**config.mk**
```make
export PLATFORM = sky130hd
export DESIGN_NAME = btn_cnt_en_gen
export DESIGN_NICKNAME = d
export VERILOG_FILES = /design/src/rtl/btn_pkg.sv /design/src/rtl/sync_2ff.sv /design/src/rtl/btn_cnt_en_gen.sv
export SDC_FILE = /design/constraint.sdc
export NUM_CORES = 1
export LEC_CHECK = 0
export CAP_MARGIN = 25
export CORE_AREA = 5 5 70 72
export DETAILED_ROUTE_END_ITERATION = 8
export DIE_AREA = 0 0 75 77
export PLACE_DENSITY = 0.63
export SLEW_MARGIN = 20
export SYNTH_ARGS = -nofsm -noshare
export SYNTH_HDL_FRONTEND = slang
export SYNTH_SLANG_ARGS = --single-unit
export TNS_END_PERCENT = 20
```
**constraint.sdc**
```tcl
create_clock -name clk -period 6.4 [get_ports clk]
set_input_delay 0.64 -clock clk [delete_from_list [all_inputs] [get_ports clk]]
set_output_delay 0.64 -clock clk [all_outputs]
set_load 0.02 [all_outputs]
```
**src/rtl/btn_pkg.sv**
```systemverilog
`default_nettype none
// ============================================================================
// Module      : btn_pkg
// Description : Shared types and default constants for the push-button
//               count-enable front end.
// Revision    : 1.0 - initial release
// ============================================================================
package btn_pkg;

    // Debounce / press-tracking FSM states
    typedef enum logic [1:0] {
        IDLE        = 2'd0,
        DEB_PRESS   = 2'd1,
        PRESSED     = 2'd2,
        DEB_RELEASE = 2'd3
    } btn_state_e;

    // Default parameter values (about 100 MHz: ~160 ns debounce, 50 ms / 10 ms repeat)
    localparam int c_DEBOUNCE_CYCLES_DEF = 16;
    localparam int c_REPEAT_DELAY_DEF    = 5_000_000;
    localparam int c_REPEAT_PERIOD_DEF   = 1_000_000;

    // Largest of three values, used to size the shared timer
    function automatic int btn_max3(input int a, input int b, input int c);
        int m;
        m = (a > b) ? a : b;
        return (m > c) ? m : c;
    endfunction

endpackage
`default_nettype wire

```
**src/rtl/sync_2ff.sv**
```systemverilog
`default_nettype none
// ============================================================================
// Module      : sync_2ff
// Description : Two-flop synchroniser for a single asynchronous input bit.
// Revision    : 1.0 - initial release
// ============================================================================
module sync_2ff (
    input  logic clk,
    input  logic rst_sync,
    input  logic d,
    output logic q
);

    logic r_meta;
    logic r_sync;

    // First flop may go metastable; second flop gives it a cycle to settle
    always_ff @(posedge clk) begin
        if (rst_sync) begin
            r_meta <= 1'b0;
            r_sync <= 1'b0;
        end else begin
            r_meta <= d;
            r_sync <= r_meta;
        end
    end

    assign q = r_sync;

endmodule
`default_nettype wire

```
**src/rtl/btn_cnt_en_gen.sv**
```systemverilog
`default_nettype none
// ============================================================================
// Module      : btn_cnt_en_gen
// Description : Synchronises and debounces a raw push-button and emits
//               single-cycle count-enable pulses per press, with optional
//               auto-repeat while the button is held.
// Revision    : 1.0 - initial release
// ============================================================================
module btn_cnt_en_gen
    import btn_pkg::*;
#(
    parameter int DEBOUNCE_CYCLES = c_DEBOUNCE_CYCLES_DEF,
    parameter int REPEAT_DELAY    = c_REPEAT_DELAY_DEF,
    parameter int REPEAT_PERIOD   = c_REPEAT_PERIOD_DEF
) (
    input  logic clk,
    input  logic rst_sync,
    input  logic btn_raw,
    input  logic repeat_en,
    output logic cnt_en,
    output logic btn_level
);

    // Timer must be able to hold the largest terminal count without wrapping
    localparam int c_TMAX = btn_max3(DEBOUNCE_CYCLES, REPEAT_DELAY, REPEAT_PERIOD);
    localparam int c_TW   = $clog2(c_TMAX + 1);

    // Debounce accepts when the timer has counted DEBOUNCE_CYCLES steps past entry;
    // together with the 2-flop synchroniser this places the output change
    // DEBOUNCE_CYCLES+3 edges after the raw input first changes.
    localparam logic [c_TW-1:0] c_DEB_T = c_TW'(DEBOUNCE_CYCLES);
    // Repeat terminals are one less than the spacing because the pulse is registered
    localparam logic [c_TW-1:0] c_DLY_T = c_TW'(REPEAT_DELAY - 1);
    localparam logic [c_TW-1:0] c_PER_T = c_TW'(REPEAT_PERIOD - 1);
    localparam logic [c_TW-1:0] c_SAT   = c_TW'(c_TMAX);

    logic            w_btn_s;
    btn_state_e      r_state;
    btn_state_e      w_next_state;
    logic [c_TW-1:0] r_timer;
    logic            r_phase;        // 0: waiting initial delay, 1: periodic repeat
    logic            w_phase_next;
    logic            w_timer_clr;
    logic            w_timer_inc;
    logic            w_pulse;
    logic            r_cnt_en;
    logic            r_btn_level;

    sync_2ff u_sync (
        .clk      (clk),
        .rst_sync (rst_sync),
        .d        (btn_raw),
        .q        (w_btn_s)
    );

    // State register and repeat-phase flag
    always_ff @(posedge clk) begin
        if (rst_sync) begin
            r_state <= IDLE;
            r_phase <= 1'b0;
        end else begin
            r_state <= w_next_state;
            r_phase <= w_phase_next;
        end
    end

    // Next-state, timer control and pulse decode
    always_comb begin
        w_next_state = r_state;
        w_phase_next = r_phase;
        w_timer_clr  = 1'b0;
        w_timer_inc  = 1'b0;
        w_pulse      = 1'b0;
        case (r_state)
            IDLE: begin
                w_timer_clr = 1'b1;
                if (w_btn_s) begin
                    w_next_state = DEB_PRESS;
                end
            end
            DEB_PRESS: begin
                if (!w_btn_s) begin
                    w_next_state = IDLE;
                    w_timer_clr  = 1'b1;
                end else if (r_timer == c_DEB_T) begin
                    w_next_state = PRESSED;
                    w_timer_clr  = 1'b1;
                    w_pulse      = 1'b1;
                end else begin
                    w_timer_inc  = 1'b1;
                end
            end
            PRESSED: begin
                // Release wins over a coincident repeat boundary
                if (!w_btn_s) begin
                    w_next_state = DEB_RELEASE;
                    w_timer_clr  = 1'b1;
                end else if (!repeat_en) begin
                    // Holding at zero makes a later 0->1 restart the full delay
                    w_timer_clr  = 1'b1;
                    w_phase_next = 1'b0;
                end else if (r_timer == (r_phase ? c_PER_T : c_DLY_T)) begin
                    w_timer_clr  = 1'b1;
                    w_pulse      = 1'b1;
                    w_phase_next = 1'b1;
                end else begin
                    w_timer_inc  = 1'b1;
                end
            end
            DEB_RELEASE: begin
                if (w_btn_s) begin
                    w_next_state = PRESSED;
                    w_timer_clr  = 1'b1;
                end else if (r_timer == c_DEB_T) begin
                    w_next_state = IDLE;
                    w_timer_clr  = 1'b1;
                end else begin
                    w_timer_inc  = 1'b1;
                end
            end
            default: begin
                w_next_state = IDLE;
                w_timer_clr  = 1'b1;
            end
        endcase
        // Any state change restarts the repeat sequence from the initial delay
        if (w_next_state != r_state) begin
            w_phase_next = 1'b0;
        end
    end

    // Shared timer: cleared on request, otherwise saturating increment
    always_ff @(posedge clk) begin
        if (rst_sync) begin
            r_timer <= '0;
        end else if (w_timer_clr) begin
            r_timer <= '0;
        end else if (w_timer_inc && (r_timer != c_SAT)) begin
            r_timer <= r_timer + 1'b1;
        end
    end

    // Registered outputs, decoded from the upcoming state so level and pulse align
    always_ff @(posedge clk) begin
        if (rst_sync) begin
            r_cnt_en    <= 1'b0;
            r_btn_level <= 1'b0;
        end else begin
            r_cnt_en    <= w_pulse;
            r_btn_level <= (w_next_state == PRESSED) || (w_next_state == DEB_RELEASE);
        end
    end

    assign cnt_en    = r_cnt_en;
    assign btn_level = r_btn_level;

endmodule
`default_nettype wire

```
==> impl_metrics.csv <==
group,metric,value,unit
cts,ctsHoldBuffers,0,
floorplanning,rows,24,
critical_path,crit_chain,"nor3_1 > nand4_2 > nor2_1 > nor3_1 > o21ai_2 > nor2_1",
critical_path,cp-end-kind,"flip-flop",
yosys,synthFlopType,"dfxtp_1",
sta,relSlewSlack,0.3563,
cts,cts-buffers-inserted,5,
grt,grt_max_degree,24,
critical_path,slowest_stage,"o21ai_2",
sta,min_period,2.675,ns
drt,post_drt_via_cell_ratio,5.753,
critical_path,crit_type,"reg -> reg",
pwr,ir_drop,0.00009016,V
placement,dp_hpwl,2813,um
drt,drt_iter0_drc,120,
finish,final_util,0.4861,
finish,fillers,433,
yosys,syn_avg_cell_area,8.250,um^2
placement,gp_congestion,0.8101,
run,maxCapViolCount,0,
pwr,p_per_area,189.9,nW/um^2
sta,max_freq,0.3738,GHz
sta,setup_slack,3.725,ns
placement,io_buffers,5,
critical_path,cp_num_buf_inv,0,
cts,ctsLongestPathBuffers,2,
critical_path,crit_family,"simple AND/OR/NAND/NOR gates",
yosys,syn_nets,239,
cts,htreeDepth,2,
yosys,yosys_warnings,0,
yosys,netlist_area,1889,um^2
grt,grt_overflow,0,
hold_path,hold_class,"reg -> reg",
pwr,p_leak,0.5375,nW
grt,grt_pass1_vias,1497,
sta,drv_slew,0,
sta,timing.hold.ws,0.4373,ns
grt,grt_pass1_wl,7182,um
yosys,yosysUniqueCellTypes,48,
floorplanning,fp.dieW,75,um
cts,cts.repair.resized,0,
grt,globalRouteTotalUtil,0.1568,
sta,fin_skew,0.005427,ns
sta,hold_viol,0,
critical_path,cpPeakStageDelay,0.79,ns
floorplanning,die_area,5775,um^2
critical_path,cp_max_fo,23,
sta,rsz0062_at_grt,"no",
drt,route.detailed.drc,0,
critical_path,start_kind,"flip-flop",
yosys,synth_seq_cells,29,
sta,finalSetupViolCount,0,
critical_path,arrival,2.80,ns
grt,antenna_found_initial,0,
cts,clock_latency,0.28,ns
floorplanning,initial_core_util,0.4462,
floorplanning,die_y,77,um
sta,worst_pin_slew,0.9654,ns
yosys,synth-async-reset-ratio,0,
cts,clock-root-buffer,"clkbuf_8",
cts,cts_sinks,29,
floorplanning,num_io_pins,6,
finish,syn_to_final_growth,8.940,%
placement,post-place-ws,3.747,ns
outcome,status,"completed",
finish,diodes,0,
yosys,synth-edff-count,0,
floorplanning,core,4234,um^2
finish,drive_gt1_frac,0.08658,
sta,setup_tns,0,ns
finish,nNetsFinal,240,
sta,min_period_over_period,0.4180,
yosys,synthCells,229,
drt,avgRoutedWirePerCell,14.34,um
cts,cts_tree,"built",
drt,drtPass1Iterations,4,
cts,clkSlewWorstSetupHoldPaths,0.06,ns
yosys,ys_seq_area_frac,0.3073,
drt,wl,4058,um
critical_path,crit_required,6.52,ns
drt,drtAntennaViolNets,0,
drt,vias,1628,
cts,post-cts-setup-buffers,0,
[cell families after synthesis]
family / synth area share
xor gates and xnor gates: 0.09272
muxes: 0.005298
and+or+nand+nor: 0.2676
AOI/OAI and AO/OA: 0.2364
DFF: 0.3073
adders and majority gates: 0.03973
buffers and inverters: 0.05099
[layer usage]
layer | global-route usage | vias up | share of wire
li1 | - | 842 | -
met1 | 0.2294 | 751 | 0.51
met2 | 0.2169 | 28 | 0.42
met3 | 0.03922 | 7 | 0.048
met4 | 0.05872 | 0 | 0.017
met5 | 0 | - | 0
[registers in the layout, summed over array words and instances, names as in the netlist]
register	count
r_phase	1
r_state	2
r_timer	23
u_sync.q	1
u_sync.r_meta	1
cnt_en	1
[metrics by stage]
step | instances | instance area (um^2) | power [W]
floorplan | 229 | 1889 | 0.0001967
global placement | 275 | 1942 | 0.0002007
detailed placement | 275 | 1942 | 0.0002007
CTS | 283 | 2058 | 0.0003988
global route | 283 | 2058 | 0.0004098
finish | 283 | 2058 | 0.0003908
[final cells by class]
| type | count | area (um^2) | share of cell area |
|---|---|---|---|
| clock inverters | 1 | 30.03 | 0.01459 |
| clock buffers | 7 | 86.33 | 0.04195 |
| well taps | 52 | 65.06 | 0.03161 |
| inverters | 9 | 33.78 | 0.01641 |
| multi-input cells | 180 | 1212 | 0.5891 |
| flip-flops and latches | 29 | 580.6 | 0.2821 |
| repair buffers | 5 | 50.05 | 0.02432 |
[report_power, final]
part / internal (W) / switching [W] / total [W]
combinational: 0.00000553 / 0.00000794 / 0.0000135
sequential: 0.000181 / 0.00000180 / 0.000183
clock: 0.000127 / 0.0000674 / 0.000194
[worst register-to-register path, cell delays in order (launching register included)]
cell	delay, ns
dfxtp_1	0.36
nor3_1	0.48
nand4_2	0.30
nor2_1	0.35
nor3_1	0.10
o21ai_2	0.79
nor2_1	0.15
[path summary, 6_finish.rpt]
kind | start | endpoint | slack, ns | cells past startpoint
worst max-delay path | r_timer[7] | r_timer[17] | 3.72 | 6
worst min-delay path | u_sync.r_meta | u_sync.q | 0.44 | 1
worst max register to register | r_timer[7] | r_timer[17] | 3.72 | 6
worst min register to register | u_sync.r_meta | u_sync.q | 0.44 | 1
[layout by cell type (no fill, tap or decap), drive strengths merged]
master / instances
nor2: 30
nor3: 9
o31ai: 4
a221oi: 3
clkbuf: 7
a21oi: 15
nand3: 12
a22oi: 3
a221o: 1
ha: 6
o221a: 1
nand3b: 2
nor4: 2
mux2i: 1
xnor2: 20
nand2: 14
clkdlybuf4s50: 5
dfxtp: 29
a31oi: 3
a211oi: 9
o21a: 1
or2: 2
a2111oi: 4
nand2b: 2
and2: 1
or3: 5
nor4b: 1
inv: 9
o211ai: 1
nor2b: 4
and3: 3
o32ai: 1
and4: 1
nand4bb: 1
nand4: 6
a311oi: 1
bufinv: 1
o21ai: 10
o221ai: 1
[Yosys cell counts, drive strengths merged, types with 7 or more instances]
cell	instances	area share
nor3	9	0.026
buf	7	0.025
o21ai	10	0.028
nor2	30	0.060
dfxtp	29	0.31
nand2	14	0.029
nand3	12	0.032
xnor2	20	0.093
a211oi	9	0.036
a21oi	15	0.040
inv	9	0.018
(Power assumes the default switching activity.)
